===== config.mk =====
export PLATFORM = sky130hd
export DESIGN_NAME = fft_dma_burst_scheduler_flat
export DESIGN_NICKNAME = d
export VERILOG_FILES = /design/src/rtl/fft_dma_burst_scheduler_pkg.sv /design/src/rtl/fft_dma_burst_scheduler_if.sv /design/src/rtl/fft_dma_burst_scheduler_len_calc.sv /design/src/rtl/fft_dma_burst_scheduler.sv /design/src/flat_wrapper.sv
export SDC_FILE = /design/constraint.sdc
export NUM_CORES = 1
export LEC_CHECK = 0
export CELL_PAD_IN_SITES_DETAIL_PLACEMENT = 0
export CELL_PAD_IN_SITES_GLOBAL_PLACEMENT = 1
export CORE_MARGIN = 2
export CORE_UTILIZATION = 44
export DETAILED_ROUTE_END_ITERATION = 7
export PLACE_DENSITY = 0.88
export SLEW_MARGIN = 20
export SYNTH_ARGS = -nofsm -noshare
export SYNTH_HDL_FRONTEND = slang
export SYNTH_SLANG_ARGS = --single-unit

===== constraint.sdc =====
create_clock -name clk -period 5.5 [get_ports clk]
set_input_delay 0.825 -clock clk [delete_from_list [all_inputs] [get_ports clk]]
set_output_delay 0.825 -clock clk [all_outputs]
set_load 0.02 [all_outputs]

===== src/rtl/fft_dma_burst_scheduler_pkg.sv =====
// Shared definitions for the DMA burst scheduler slice.
// The state encoding, the 4 KB AXI boundary constant and a request record
// type are used by the scheduler RTL and by anything that models its
// request stream.
package fft_dma_pkg;

    localparam int unsigned BOUNDARY_BYTES = 4096;
    localparam int unsigned DMA_ADDR_WIDTH = 32;

    typedef enum logic [1:0] {
        IDLE,
        ISSUE,
        DRAIN,
        FIN
    } state_t;

    typedef struct packed {
        logic [DMA_ADDR_WIDTH-1:0] addr;
        logic [7:0]                len;
    } dma_burst_req_t;

endpackage


===== src/rtl/fft_dma_burst_scheduler_if.sv =====
// Burst request channel between the scheduler and an AXI read/write master.
//   req_valid/req_ready : request handshake (scheduler -> master)
//   req_addr/req_len    : burst start byte address and AXI LEN (beats-1)
//   burst_done          : one-cycle pulse per fully completed burst
// modport master : the scheduler side (issues requests)
// modport slave  : the AXI master engine side (accepts and completes them)
interface fft_dma_burst_scheduler_if #(
    parameter int unsigned AXI_ADDR_WIDTH = 32
);
    logic                      req_valid;
    logic                      req_ready;
    logic [AXI_ADDR_WIDTH-1:0] req_addr;
    logic [7:0]                req_len;
    logic                      burst_done;

    modport master (
        output req_valid,
        output req_addr,
        output req_len,
        input  req_ready,
        input  burst_done
    );

    modport slave (
        input  req_valid,
        input  req_addr,
        input  req_len,
        output req_ready,
        output burst_done
    );
endinterface


===== src/rtl/fft_dma_burst_scheduler_len_calc.sv =====
// Combinational burst sizer shared by the read and write scheduler instances.
//   remaining : beats still to be issued for the transfer
//   cur_addr  : low 12 bits of the next burst start byte address
//   beats     : min(remaining, MAX_BURST, beats left before the 4 KB boundary)
// A zero remaining count yields zero beats; callers never issue in that case.
module fft_burst_len_calc
    import fft_dma_pkg::*;
#(
    parameter int unsigned TOP_LEN_WIDTH = 32,
    parameter int unsigned BEAT_BYTES    = 8,
    parameter int unsigned MAX_BURST     = 256
) (
    input  logic [TOP_LEN_WIDTH-1:0] remaining,
    input  logic [11:0]              cur_addr,
    output logic [8:0]               beats
);
    localparam int unsigned BEAT_SHIFT = $clog2(BEAT_BYTES);

    logic [12:0] bytes_to_bnd;
    logic [12:0] beats_to_bnd;
    logic [8:0]  cap;

    always_comb begin
        // 13 bits so that an aligned address (offset 0) yields a full 4096
        bytes_to_bnd = 13'(BOUNDARY_BYTES) - {1'b0, cur_addr};
        beats_to_bnd = bytes_to_bnd >> BEAT_SHIFT;

        if (remaining < TOP_LEN_WIDTH'(MAX_BURST)) begin
            cap = 9'(remaining);
        end else begin
            cap = 9'(MAX_BURST);
        end

        if ({4'b0, cap} < beats_to_bnd) begin
            beats = cap;
        end else begin
            beats = 9'(beats_to_bnd);
        end
    end
endmodule


===== src/rtl/fft_dma_burst_scheduler.sv =====
// Splits one DMA transfer (start byte address + length in beats) into
// AXI-legal bursts, issues them over a valid/ready request channel, tracks
// outstanding bursts and pulses done once every burst has completed.
//   clk, rst_n           : clock, asynchronous active-low reset
//   top_valid/addr/len   : load the shadow transfer registers (IDLE only)
//   start                : begin the transfer held in the shadow registers
//   req_if (master)      : burst request channel plus burst_done completions
//   busy                 : transfer in progress (ISSUE or DRAIN)
//   done                 : one-cycle pulse when the transfer completes
module fft_dma_burst_scheduler
    import fft_dma_pkg::*;
#(
    parameter int unsigned AXI_ADDR_WIDTH  = 32,
    parameter int unsigned TOP_LEN_WIDTH   = 32,
    parameter int unsigned BEAT_BYTES      = 8,
    parameter int unsigned MAX_BURST       = 256,
    parameter int unsigned MAX_OUTSTANDING = 4
) (
    input  logic                      clk,
    input  logic                      rst_n,
    input  logic                      top_valid,
    input  logic [AXI_ADDR_WIDTH-1:0] top_addr,
    input  logic [TOP_LEN_WIDTH-1:0]  top_len,
    input  logic                      start,
    fft_dma_burst_scheduler_if.master req_if,
    output logic                      busy,
    output logic                      done
);
    localparam int unsigned BEAT_SHIFT = $clog2(BEAT_BYTES);
    localparam int unsigned OUT_W      = $clog2(MAX_OUTSTANDING + 1);

    state_t                    state_q, state_d;
    logic [AXI_ADDR_WIDTH-1:0] shadow_addr_q, shadow_addr_d;
    logic [TOP_LEN_WIDTH-1:0]  shadow_len_q, shadow_len_d;
    logic [AXI_ADDR_WIDTH-1:0] cur_addr_q, cur_addr_d;
    logic [TOP_LEN_WIDTH-1:0]  remaining_q, remaining_d;
    logic [OUT_W-1:0]          outstanding_q, outstanding_d;
    logic                      req_valid_q, req_valid_d;
    logic [AXI_ADDR_WIDTH-1:0] req_addr_q, req_addr_d;
    logic [7:0]                req_len_q, req_len_d;
    logic                      busy_q, busy_d;
    logic                      done_q, done_d;

    logic [TOP_LEN_WIDTH-1:0]  calc_rem;
    logic [11:0]               calc_off;
    logic [8:0]                calc_beats;
    logic                      accept;
    logic                      completion;
    logic [8:0]                beats_issued;

    // In IDLE the sizer looks at the shadow registers so the first request
    // can be registered in the same cycle start is seen.
    assign calc_rem = (state_q == IDLE) ? shadow_len_q : remaining_q;
    assign calc_off = (state_q == IDLE) ? shadow_addr_q[11:0] : cur_addr_q[11:0];

    fft_burst_len_calc #(
        .TOP_LEN_WIDTH (TOP_LEN_WIDTH),
        .BEAT_BYTES    (BEAT_BYTES),
        .MAX_BURST     (MAX_BURST)
    ) u_len_calc (
        .remaining (calc_rem),
        .cur_addr  (calc_off),
        .beats     (calc_beats)
    );

    assign accept       = req_valid_q && req_if.req_ready;
    // A completion with nothing outstanding is dropped (counter saturates at 0)
    assign completion   = req_if.burst_done && (outstanding_q != '0);
    assign beats_issued = {1'b0, req_len_q} + 9'd1;

    always_comb begin
        state_d       = state_q;
        shadow_addr_d = shadow_addr_q;
        shadow_len_d  = shadow_len_q;
        cur_addr_d    = cur_addr_q;
        remaining_d   = remaining_q;
        req_valid_d   = req_valid_q;
        req_addr_d    = req_addr_q;
        req_len_d     = req_len_q;
        outstanding_d = outstanding_q;

        if (accept && !completion) begin
            outstanding_d = outstanding_q + OUT_W'(1);
        end else if (!accept && completion) begin
            outstanding_d = outstanding_q - OUT_W'(1);
        end

        case (state_q)
            IDLE: begin
                if (top_valid) begin
                    shadow_addr_d = top_addr & ~AXI_ADDR_WIDTH'(BEAT_BYTES - 1);
                    shadow_len_d  = top_len;
                end
                if (start) begin
                    if (shadow_len_q == '0) begin
                        state_d = FIN;
                    end else begin
                        cur_addr_d  = shadow_addr_q;
                        remaining_d = shadow_len_q;
                        req_valid_d = 1'b1;
                        req_addr_d  = shadow_addr_q;
                        req_len_d   = 8'(calc_beats - 9'd1);
                        state_d     = ISSUE;
                    end
                end
            end
            ISSUE: begin
                if (accept) begin
                    // One idle cycle after each acceptance lets the sizer see
                    // the advanced address before the next request is built.
                    req_valid_d = 1'b0;
                    cur_addr_d  = cur_addr_q + (AXI_ADDR_WIDTH'(beats_issued) << BEAT_SHIFT);
                    remaining_d = remaining_q - TOP_LEN_WIDTH'(beats_issued);
                    if (remaining_d == '0) begin
                        state_d = DRAIN;
                    end
                end else if (!req_valid_q && (outstanding_d < OUT_W'(MAX_OUTSTANDING))) begin
                    req_valid_d = 1'b1;
                    req_addr_d  = cur_addr_q;
                    req_len_d   = 8'(calc_beats - 9'd1);
                end
            end
            DRAIN: begin
                if (outstanding_d == '0) begin
                    state_d = FIN;
                end
            end
            FIN: begin
                state_d = IDLE;
            end
            default: begin
                state_d = IDLE;
            end
        endcase

        busy_d = (state_d == ISSUE) || (state_d == DRAIN);
        done_d = (state_q == FIN);
    end

    always_ff @(posedge clk or negedge rst_n) begin
        if (!rst_n) begin
            state_q       <= IDLE;
            shadow_addr_q <= '0;
            shadow_len_q  <= '0;
            cur_addr_q    <= '0;
            remaining_q   <= '0;
            outstanding_q <= '0;
            req_valid_q   <= 1'b0;
            req_addr_q    <= '0;
            req_len_q     <= '0;
            busy_q        <= 1'b0;
            done_q        <= 1'b0;
        end else begin
            state_q       <= state_d;
            shadow_addr_q <= shadow_addr_d;
            shadow_len_q  <= shadow_len_d;
            cur_addr_q    <= cur_addr_d;
            remaining_q   <= remaining_d;
            outstanding_q <= outstanding_d;
            req_valid_q   <= req_valid_d;
            req_addr_q    <= req_addr_d;
            req_len_q     <= req_len_d;
            busy_q        <= busy_d;
            done_q        <= done_d;
        end
    end

    assign req_if.req_valid = req_valid_q;
    assign req_if.req_addr  = req_addr_q;
    assign req_if.req_len   = req_len_q;
    assign busy             = busy_q;
    assign done             = done_q;
endmodule


===== src/flat_wrapper.sv =====
// flat-port wrapper written by rule: the top's interface ports become plain ports
module fft_dma_burst_scheduler_flat import fft_dma_pkg::*;
#(
    parameter int unsigned AXI_ADDR_WIDTH  = 32,
    parameter int unsigned TOP_LEN_WIDTH   = 32,
    parameter int unsigned BEAT_BYTES      = 8,
    parameter int unsigned MAX_BURST       = 256,
    parameter int unsigned MAX_OUTSTANDING = 4
)
  (clk, rst_n, top_valid, top_addr, top_len, start, busy, done, req_if_req_valid, req_if_req_addr, req_if_req_len, req_if_req_ready, req_if_burst_done);
  fft_dma_burst_scheduler_if #(.AXI_ADDR_WIDTH(AXI_ADDR_WIDTH)) req_if_i ();
  input  logic clk;
  input  logic rst_n;
  input  logic top_valid;
  input  logic [AXI_ADDR_WIDTH-1:0] top_addr;
  input  logic [TOP_LEN_WIDTH-1:0] top_len;
  input  logic start;
  output logic busy;
  output logic done;
  output wire logic [$bits(req_if_i.req_valid)-1:0] req_if_req_valid;
  output wire logic [$bits(req_if_i.req_addr)-1:0] req_if_req_addr;
  output wire logic [$bits(req_if_i.req_len)-1:0] req_if_req_len;
  input wire logic [$bits(req_if_i.req_ready)-1:0] req_if_req_ready;
  input wire logic [$bits(req_if_i.burst_done)-1:0] req_if_burst_done;
  assign req_if_req_valid = req_if_i.req_valid;
  assign req_if_req_addr = req_if_i.req_addr;
  assign req_if_req_len = req_if_i.req_len;
  assign req_if_i.req_ready = req_if_req_ready;
  assign req_if_i.burst_done = req_if_burst_done;
  fft_dma_burst_scheduler #(.AXI_ADDR_WIDTH(AXI_ADDR_WIDTH), .TOP_LEN_WIDTH(TOP_LEN_WIDTH), .BEAT_BYTES(BEAT_BYTES), .MAX_BURST(MAX_BURST), .MAX_OUTSTANDING(MAX_OUTSTANDING)) u_core (.clk(clk), .rst_n(rst_n), .top_valid(top_valid), .top_addr(top_addr), .top_len(top_len), .start(start), .req_if(req_if_i), .busy(busy), .done(done));
endmodule

# == Word-level counts from Yosys, hierarchy flattened ==
# Index checks and enable logic that the tools add are counted.
# W data, S select, Z words.
# totals
register_bits,173
in_bits,70
out_inout_bits,43
wordCells,84
# classes
n_addsub,7
magnitude_cmp,3
n_eq_ne,11
muxes,33
n_reduce_logical,19
# ops
op,n
$mux W32,9
$pmux W32 S2,3
$logic_not A32 Y1,2
$mux W8,5
$add A32 B12 Y32,1
$lt A32 B9 Y1 const B,1
$sub A32 B9 Y32,1
$pmux W8 S2,1
$sub A13 B12 Y13 const A,1
$mux W12,1
$lt A9 B10 Y1,1
$mux W2,5
$add A8 B1 Y9 const B,1
$mux W9,1
$pmux W2 S4,1
$reduce_and A4 Y1,2
$sub A8 B1 Y8 const B,1
$eq A2 B2 Y1 const B,3
$mux W3,2
$ne A2 B2 Y1 const B,3
$logic_and A1 B1 Y1,5
$reduce_and A5 Y1,1
$eq A2 B1 Y1 const B,2
$mux W1,4
other kinds (13),16

# == Depth between registers and ports, before layout ==
# Gate-level depths: netlist (run 1).
# depth
ltp_word,10
ltp_mapped,23
depth_no_buf,19

# == Hierarchy ==
# Synthesis (run 1) repeated with hierarchy kept, for this count alone.
# hier_totals
hier_cells,1130
area_unflattened_um2,10364.9
# modules_own_cells
mod,n_inst,cells_per_inst,area_each_um2,seq_area_each_um2
fft_dma_burst_scheduler,1,1041,9694.3,4179.0
fft_burst_len_calc,1,89,670.6,0.0

# == Worst setup path before layout (run 1) ==
# No wires, ideal clock.
# synth_path
path_kind,reg-to-reg
startpoint,register u_core.state_q[1]
endpoint,register u_core.req_len_q[6] (netlist: u_core.req_if.req_len[6])
setup_time_ns,0.125
t_arrival_ns,4.902
required_time_ns,5.375
path_slack_ns,0.473
stages_incl_launch_ff,24
n_path_buf,4
period_less_slack_ns,5.027
path_cell_list,dfrtp_1 clkbuf_1 or2_2 clkbuf_1 clkbuf_1 buf_1 mux2i_1 ha_1 and3_1 a31oi_1 xor2_1 ha_1 nand3_1 nor2_1 o31a_1 o21ai_0 a31oi_4 mux2_2 ha_1 and2_1 nand4_1 xnor2_1 mux2i_1 mux2_2
# synth_via
elab_chain_cells,10
word_cells_on_any_way,21
cone_classes,add/sub: 2; order compare: 2; eq/ne: 5; mux: 9; reduce/logical: 3
# synth_rtl
element,line_no,text
from (decl),fft_dma_burst_scheduler.sv:32,"state_t state_q, state_d;"
from (signal assigned),fft_dma_burst_scheduler.sv:154,state_q <= state_d;
$logic_not A2 Y1,"fft_dma_burst_scheduler.sv:53, fft_dma_burst_scheduler.sv:54, fft_dma_burst_scheduler.sv:88",
$mux W32,fft_dma_burst_scheduler.sv:53,assign calc_rem = (state_q == IDLE) ? shadow_len_q : remaining_q;
$lt A32 B9 Y1,fft_dma_burst_scheduler_len_calc.sv:28,if (remaining < TOP_LEN_WIDTH'(MAX_BURST)) begin
$mux W9,fft_dma_burst_scheduler_len_calc.sv:28,
$lt A9 B10 Y1,fft_dma_burst_scheduler_len_calc.sv:34,"if ({4'b0, cap} < beats_to_bnd) begin"
$mux W8,fft_dma_burst_scheduler_len_calc.sv:34,
$sub A8 B1 Y8,"fft_dma_burst_scheduler.sv:102, fft_dma_burst_scheduler.sv:120",
$mux W8 (on tied branches),"fft_dma_burst_scheduler.sv:117, fft_dma_burst_scheduler.sv:95",
$mux W8 (on tied branches),"fft_dma_burst_scheduler.sv:108, fft_dma_burst_scheduler.sv:94",
$pmux W8 S2,fft_dma_burst_scheduler.sv:88,case (state_q)
to (signal assigned),fft_dma_burst_scheduler.sv:162,req_len_q <= req_len_d;
to (decl),fft_dma_burst_scheduler.sv:40,"logic [7:0] req_len_q, req_len_d;"
# Several ways; a longest one is shown, not always the timed one. The select of a mux whose other input is x is not followed.
# A chain may end at the register's enable or synchronous reset.

# == Worst setup path after layout (run 1) ==
# layout_path
startpoint,register u_core.remaining_q[15]
endpoint,register u_core.req_len_q[6] (netlist: u_core.req_if.req_len[6])
# layout_via
elab_chain_cells,9
word_cells_on_any_way,11
cone_classes,add/sub: 1; order compare: 2; mux: 8
# layout_rtl
element,line_no,text
from (decl),fft_dma_burst_scheduler.sv:36,"logic [TOP_LEN_WIDTH-1:0] remaining_q, remaining_d;"
from (signal assigned),fft_dma_burst_scheduler.sv:158,remaining_q <= remaining_d;
$mux W32 *,fft_dma_burst_scheduler.sv:53,
$lt A32 B9 Y1 *,fft_dma_burst_scheduler_len_calc.sv:28,
$mux W9 *,fft_dma_burst_scheduler_len_calc.sv:28,
$lt A9 B10 Y1,fft_dma_burst_scheduler_len_calc.sv:34,
$mux W8 *,fft_dma_burst_scheduler_len_calc.sv:34,
$sub A8 B1 Y8 *,"fft_dma_burst_scheduler.sv:102, fft_dma_burst_scheduler.sv:120",
$mux W8 (on tied branches),"fft_dma_burst_scheduler.sv:117, fft_dma_burst_scheduler.sv:95",
$mux W8 (on tied branches),"fft_dma_burst_scheduler.sv:108, fft_dma_burst_scheduler.sv:94",
$pmux W8 S2 *,fft_dma_burst_scheduler.sv:88,
# Every way passes the cells marked *; elsewhere a longest branch is shown, timed or not. The select of a mux whose other input is x is not followed.

==> run summary, run 1 <==
status: finished clean
NetSw: 3.79 mW
Sink Count: 167
total CTS buffers: 17
reg2reg setup slack: 360 ps
clock share of power: 15.4%
RSZ-0062 raised after global routing: no
synth warn: 0
top-area cell type share of the netlist area: 42.5%
LEAKAGE: 4.84 nW
Synth area leaders: dfrtp_1, mux2_2, a21oi_1
routability cong.: 0.873
fin crit share: 93.5%
clk_lat worst skew: 440 ps
Area Growth Syn to Fin: 20.0%
Worst Hold Class: primary input to async pin
crit path kind: flip-flop to flip-flop
internal power: 4.56 mW
EDFF count, synth: 0
Critical Path Source Type: flip-flop
initial antenna violation count: 0
TritonCTS clock tree: built
residual DRC count: 0
Slew @ Worst Pin: 1000 ps
TritonRoute pass-1 iters: 5
Fillers: 1990
CP Capture Type: flip-flop
ant diodes: 0
die footprint: 0.0236 mm2
grt ovf: 0
Die Y: 153 um
sequential element share of the synthesized area: 42.5%
endpoints failing hold: 0
clk_skew: 12.2 ps
Yosys top cell by area: dfrtp_1
Slowest cell on crit path: or4_1
sequential share of power: 29.8%
#FFs+latches synth: 167
worst setup path startpoint: u_core.remaining_q[15]$_DFFE_PN0P_
Synth async-reset ratio: 100%
most common cell after layout, fill and taps aside: dfrtp_1
I/O Pins: 113
total negative slack: 0 ps
peak supply drop: 0.000293 V
vias after detailed routing: 8415
drt wl/cell: 17.4 um
DRT Wirelength: 25.3 mm
Clk pin slew, worst setup/hold paths: 70 ps
Synth Cell Area: 0.00983 mm2
GRT Util Overall: 21.9%
final slew viol count: 0
worst path cell trace: or3_1, or4_1, nor4b_4, nor2_2, a21oi_1, ha_1, nand3_1, nor2_1, o31a_1, o21ai_0, a31oi_4, mux2_2, ha_1, and2_1, nand4_1, xnor2_1, mux2i_1, mux2_2
initial DRC count: 619
Longest Clk Path Bufs: 2
Core Util, Final: 53.9%
Post-Syn Instances: 1087
number of max-cap violations: 0
overall power: 8.35 mW
Critical Path RT: 5820 ps
R2R depth: 18
Placement Cell Area: 0.0112 mm2
cts repair resizes: 0
power density over the cells: 708 mW/mm2
core area: 0.0219 mm2
vias in the first global route: 8059
worst reg2reg path endpoint: u_core.req_if.req_len[6]$_DFFE_PN0P_
cell row count: 54
final setup vio count: 0
hold_buf cts: 0
sw frac: 45.4%
headroom to the max-slew limit: 33.2%
HPWL Detailed: 17.5 mm
FF-to-FF Start: u_core.remaining_q[15]$_DFFE_PN0P_
CP endpoint: u_core.req_if.req_len[6]$_DFFE_PN0P_
Setup Buffers After CTS: 0
Max stage delay on crit path: 600 ps
layout cells sized above 1: 11.2%
synthesized area per cell: 9.04 um2
Synth Flop Type: dfrtp_1
fin nets: 1271
library cells used by synthesis: 69
pin count of the biggest net entering global routing: 99
Worst EP arrival: 5460 ps
I/O Buffers: 106
fmax: 194 MHz
root buffer cell: clkbuf_16
Hold Slack: 397 ps
Starting Density: 44.9%
Design Area, Final: 0.0118 mm2
crit path time final: 5140 ps
post-DR vias/cell: 5.77
commonest cells after routing, fill and taps aside: dfrtp_1, nand2_1, nor2_1
logic gate share of total power: 54.8%
post-route ant nets: 0
global-route wire length before repair: 42.0 mm
largest fanout on the critical path: 13
htree depth: 4
die width: 153 um
-- worst max-delay path, delay by kind of cell (launching register included) --
kind	cells	cell delay, ps
adder cells (fa/ha/maj)	2	500
XOR/XNOR	1	170
AO/OA/AOI/OAI	4	1060
AND/OR/NAND/NOR	8	2180
flip-flops	1	440
multiplexers	3	660
-- synth_stat cells, types with 7 or more instances --
master,number
a21oi_1,99
o21a_1,8
o31ai_1,7
dfrtp_1,167
nand2_1,117
and3_1,8
nor4_1,12
or3_1,11
or4_1,7
a21o_1,10
xnor2_1,22
a31oi_1,36
xor2_1,17
mux2_2,61
nor2_1,114
nor3_1,32
clkbuf_1,52
ha_1,33
and2_1,16
o21ai_0,59
o211ai_1,7
mux2i_1,16
inv_1,31
nand4_1,13
nand3_1,21
o22ai_1,11
-- flip-flops by register name, indices dropped and copies added, names as in the netlist --
register / count
u_core.state_q: 2
u_core.done: 1
u_core.req_if.req_len: 8
u_core.busy: 1
u_core.outstanding_q: 3
u_core.shadow_len_q: 32
u_core.remaining_q: 32
u_core.req_if.req_valid: 1
u_core.req_if.req_addr: 29
u_core.cur_addr_q: 29
u_core.shadow_addr_q: 29
-- cell type report --
cell class / count / area, um2 / area share (%)
clock buffer: 19 / 443 / 3.75
multi-input combinational: 829 / 5350 / 45.3
timing repair buffer: 120 / 1180 / 10.0
inverter: 31 / 116 / 0.986
sequential: 167 / 4180 / 35.4
tap: 280 / 350 / 2.97
clock inverter: 13 / 184 / 1.56
-- cell families after synthesis --
kind of cell             share of synthesized area, %
buffers and inverters                            3.75
adder cells (fa/ha/maj)                          4.61
multiplexers                                     8.62
AND/OR/NAND/NOR                                  18.0
other                                          0.0381
flip-flops                                       42.5
XOR/XNOR                                         3.47
AO/OA/AOI/OAI                                    19.0
-- routing by layer --
layer,vias up,track usage [%],wire [um]
li1,4084,-,-
met1,4095,30.9,11800
met2,220,35.5,12100
met3,16,3.86,1170
met4,0,4.81,227
met5,-,0,0
-- worst min path at each step --
stage	to	cells past startpoint	start	slack (ps)
2_1_floorplan	u_core.remaining_q[21]$_DFFE_PN0P_	1	u_core.remaining_q[21]$_DFFE_PN0P_	450
3_3_place_gp	u_core.remaining_q[17]$_DFFE_PN0P_	2	u_core.remaining_q[17]$_DFFE_PN0P_	490
3_5_place_dp	u_core.remaining_q[21]$_DFFE_PN0P_	1	u_core.remaining_q[21]$_DFFE_PN0P_	500
4_1_cts	u_core.shadow_len_q[1]$_DFFE_PN0P_	1	rst_n	440
5_1_grt	u_core.shadow_len_q[1]$_DFFE_PN0P_	1	rst_n	470
6_report	u_core.shadow_len_q[1]$_DFFE_PN0P_	1	rst_n	400
-- power groups by stage --
| stage | registers (mW) | clock network, mW | logic [mW] |
|---|---|---|---|
| after CTS | 2.48 | 1.32 | 4.58 |
| after floorplan | 2.43 | 0 | 3.24 |
| after detailed placement | 2.50 | 0 | 4.55 |
| final | 2.49 | 1.29 | 4.58 |
| after global routing | 2.58 | 1.37 | 5.11 |
| after global placement | 2.49 | 0 | 4.46 |
-- metrics by stage --
stage          setup slack [ps]  std cells
3_5_place_dp                362       1427
4_1_cts                     329       1459
5_1_grt                    76.2       1459
3_3_place_gp                435       1427
2_1_floorplan               473       1089
6_report                    358       1459
No activity file was read; power rests on OpenSTA's default activity.
==> inputs of run 2 (changes only) <==
--- a/config.mk
+++ b/config.mk
@@ -10,8 +10,8 @@
 export CORE_MARGIN = 2
 export CORE_UTILIZATION = 44
 export DETAILED_ROUTE_END_ITERATION = 7
+export HOLD_SLACK_MARGIN = 0.03
 export PLACE_DENSITY = 0.88
-export SLEW_MARGIN = 20
 export SYNTH_ARGS = -nofsm -noshare
 export SYNTH_HDL_FRONTEND = slang
 export SYNTH_SLANG_ARGS = --single-unit
==> run 2 against run 1 <==
Compared with the run above: sequential cell count is the same; via count is essentially flat; hold slack about the same; critical endpoint unchanged.
==> run summary, run 2 (synthesis gave the netlist of run 1 again) <==
final setup vio count: 0 (unchanged)
initial DRC count: 620 (+0.16%)
TritonCTS clock tree: built
clk_lat worst skew: 440 ps (about the same)
Slowest cell on crit path: or4_1
pin count of the biggest net entering global routing: 99 (unchanged)
fin nets: 1271 (unchanged)
worst path cell trace: or3_1, or4_1, nor4b_4, nor2_2, a21oi_1, ha_1, nand3_1, nor2_1, o31a_1, o21ai_0, a31oi_4, mux2_2, ha_1, and2_1, nand4_1, xnor2_1, mux2i_1, mux2_2
DRT Wirelength: 25.3 mm (about the same)
fin crit share: 93.6% (about the same)
Setup Buffers After CTS: 0 (unchanged)
Critical Path Source Type: flip-flop
number of max-cap violations: 0 (unchanged)
power density over the cells: 708 mW/mm2 (about the same)
status: finished clean
vias after detailed routing: 8419 (+0.048%)
total CTS buffers: 17 (unchanged)
largest fanout on the critical path: 13 (unchanged)
Die Y: 153 um (unchanged)
CP Capture Type: flip-flop
die width: 153 um (unchanged)
Fillers: 1991 (+0.050%)
post-route ant nets: 0 (unchanged)
I/O Pins: 113 (unchanged)
Sink Count: 167 (unchanged)
commonest cells after routing, fill and taps aside: dfrtp_1, nand2_1, nor2_1
Critical Path RT: 5820 ps (about the same)
fmax: 194 MHz (about the same)
HPWL Detailed: 17.5 mm (unchanged)
post-DR vias/cell: 5.77 (about the same)
ant diodes: 0 (unchanged)
headroom to the max-slew limit: 29.2% (-4.0 points)
layout cells sized above 1: 11.2% (unchanged)
drt wl/cell: 17.4 um (about the same)
peak supply drop: 0.000293 V (about the same)
routability cong.: 0.873 (unchanged)
GRT Util Overall: 21.9% (unchanged)
cell row count: 54 (unchanged)
total negative slack: 0 ps (unchanged)
Slew @ Worst Pin: 1060 ps (+59.9 ps)
multi-input logic area: 0.00535 mm2 (about the same)
htree depth: 4 (unchanged)
LEAKAGE: 4.84 nW (about the same)
Worst Hold Class: primary input to async pin
global-route wire length before repair: 42.0 mm (unchanged)
clk_skew: 12.5 ps (+0.259 ps)
largest registers: u_core.remaining_q x32, u_core.shadow_len_q x32
Clk pin slew, worst setup/hold paths: 70 ps (about the same)
Max stage delay on crit path: 600 ps (about the same)
most common cell after layout, fill and taps aside: dfrtp_1
Longest Clk Path Bufs: 2 (unchanged)
Starting Density: 44.9% (unchanged)
crit path kind: flip-flop to flip-flop
RSZ-0062 raised after global routing: no
overall power: 8.36 mW (about the same)
TritonRoute pass-1 iters: 5 (unchanged)
vias in the first global route: 8059 (unchanged)
crit path time final: 5150 ps (+3.11 ps)
core area: 0.0219 mm2 (unchanged)
residual DRC count: 0 (unchanged)
grt ovf: 0 (unchanged)
die footprint: 0.0236 mm2 (unchanged)
final slew viol count: 0 (unchanged)
Sequential Area: 0.00418 mm2 (unchanged)
I/O Buffers: 106 (unchanged)
root buffer cell: clkbuf_16
R2R depth: 18 (unchanged)
Worst EP arrival: 5460 ps (about the same)
endpoints failing hold: 0 (unchanged)
Core Util, Final: 53.9% (about the same)
initial antenna violation count: 0 (unchanged)
Area Growth Syn to Fin: 20.0% (about the same)
[run 2: changes by cell type in the layout (fill, tap and decap cells not counted)]
cell    previous run  this run
and2_4             1         0
and2_2             0         1
[run 2: routing by layer]
metal | share of wire [%] | GRT usage, % | up-vias
met5 | 0 | 0 | -
li1 | - | - | 4085
met1 | 47 | 30.9 | 4101
met3 | 4.6 | 3.86 | 16
met2 | 48 | 35.5 | 217
met4 | 0.90 | 4.81 | 0
[run 2: final cells by class]
type / count / area share, %
Tap cell: 280 / 2.97
Timing Repair Buffer: 120 / 10.0
Sequential cell: 167 / 35.4
Multi-Input combinational cell: 829 / 45.3
Inverter: 31 / 0.986
Clock inverter: 13 / 1.56
Clock buffer: 19 / 3.75
[run 2: stage by stage]
stage	setup WS [ps]	cell area, um2	instances	hold WS (ps)
after global routing	76.2	11800	1459	465
final	355	11800	1459	397
after global placement	435	11200	1427	487
after CTS	329	11800	1459	443
after detailed placement	362	11200	1427	495
after floorplan	473	9840	1089	451
[run 2: worst max-delay path: cells and delay by family (launching register included)]
kind / cells / cell delay (ps)
adder cells (fa/ha/maj): 2 / 500
multiplexers: 3 / 660
flip-flops: 1 / 440
AND/OR/NAND/NOR: 8 / 2190
AO/OA/AOI/OAI: 4 / 1060
XOR/XNOR: 1 / 180
[run 2: where the power goes]
group          internal, mW  switching, mW
logic                  1.99           2.59
registers              1.83          0.651
clock network         0.744          0.546
[run 2: final timing paths]
check,startpoint,end,slack [ps]
worst max-delay path,u_core.remaining_q[15]$_DFFE_PN0P_,u_core.req_if.req_len[6]$_DFFE_PN0P_,350
worst min-delay path,rst_n,u_core.shadow_len_q[1]$_DFFE_PN0P_,400
worst max register to register,u_core.remaining_q[15]$_DFFE_PN0P_,u_core.req_if.req_len[6]$_DFFE_PN0P_,350
worst min register to register,u_core.remaining_q[21]$_DFFE_PN0P_,u_core.remaining_q[21]$_DFFE_PN0P_,510
max in group asynchronous,rst_n,u_core.remaining_q[28]$_DFFE_PN0P_,4010
min in group clk,u_core.remaining_q[21]$_DFFE_PN0P_,u_core.remaining_q[21]$_DFFE_PN0P_,510
[run 2: what timing repair did]
action / CTS / global route
setup endpoints to repair: 0 / 1
hold endpoints to repair: 0 / 0
hold buffers: 0 / 0
resized for setup: 0 / 1
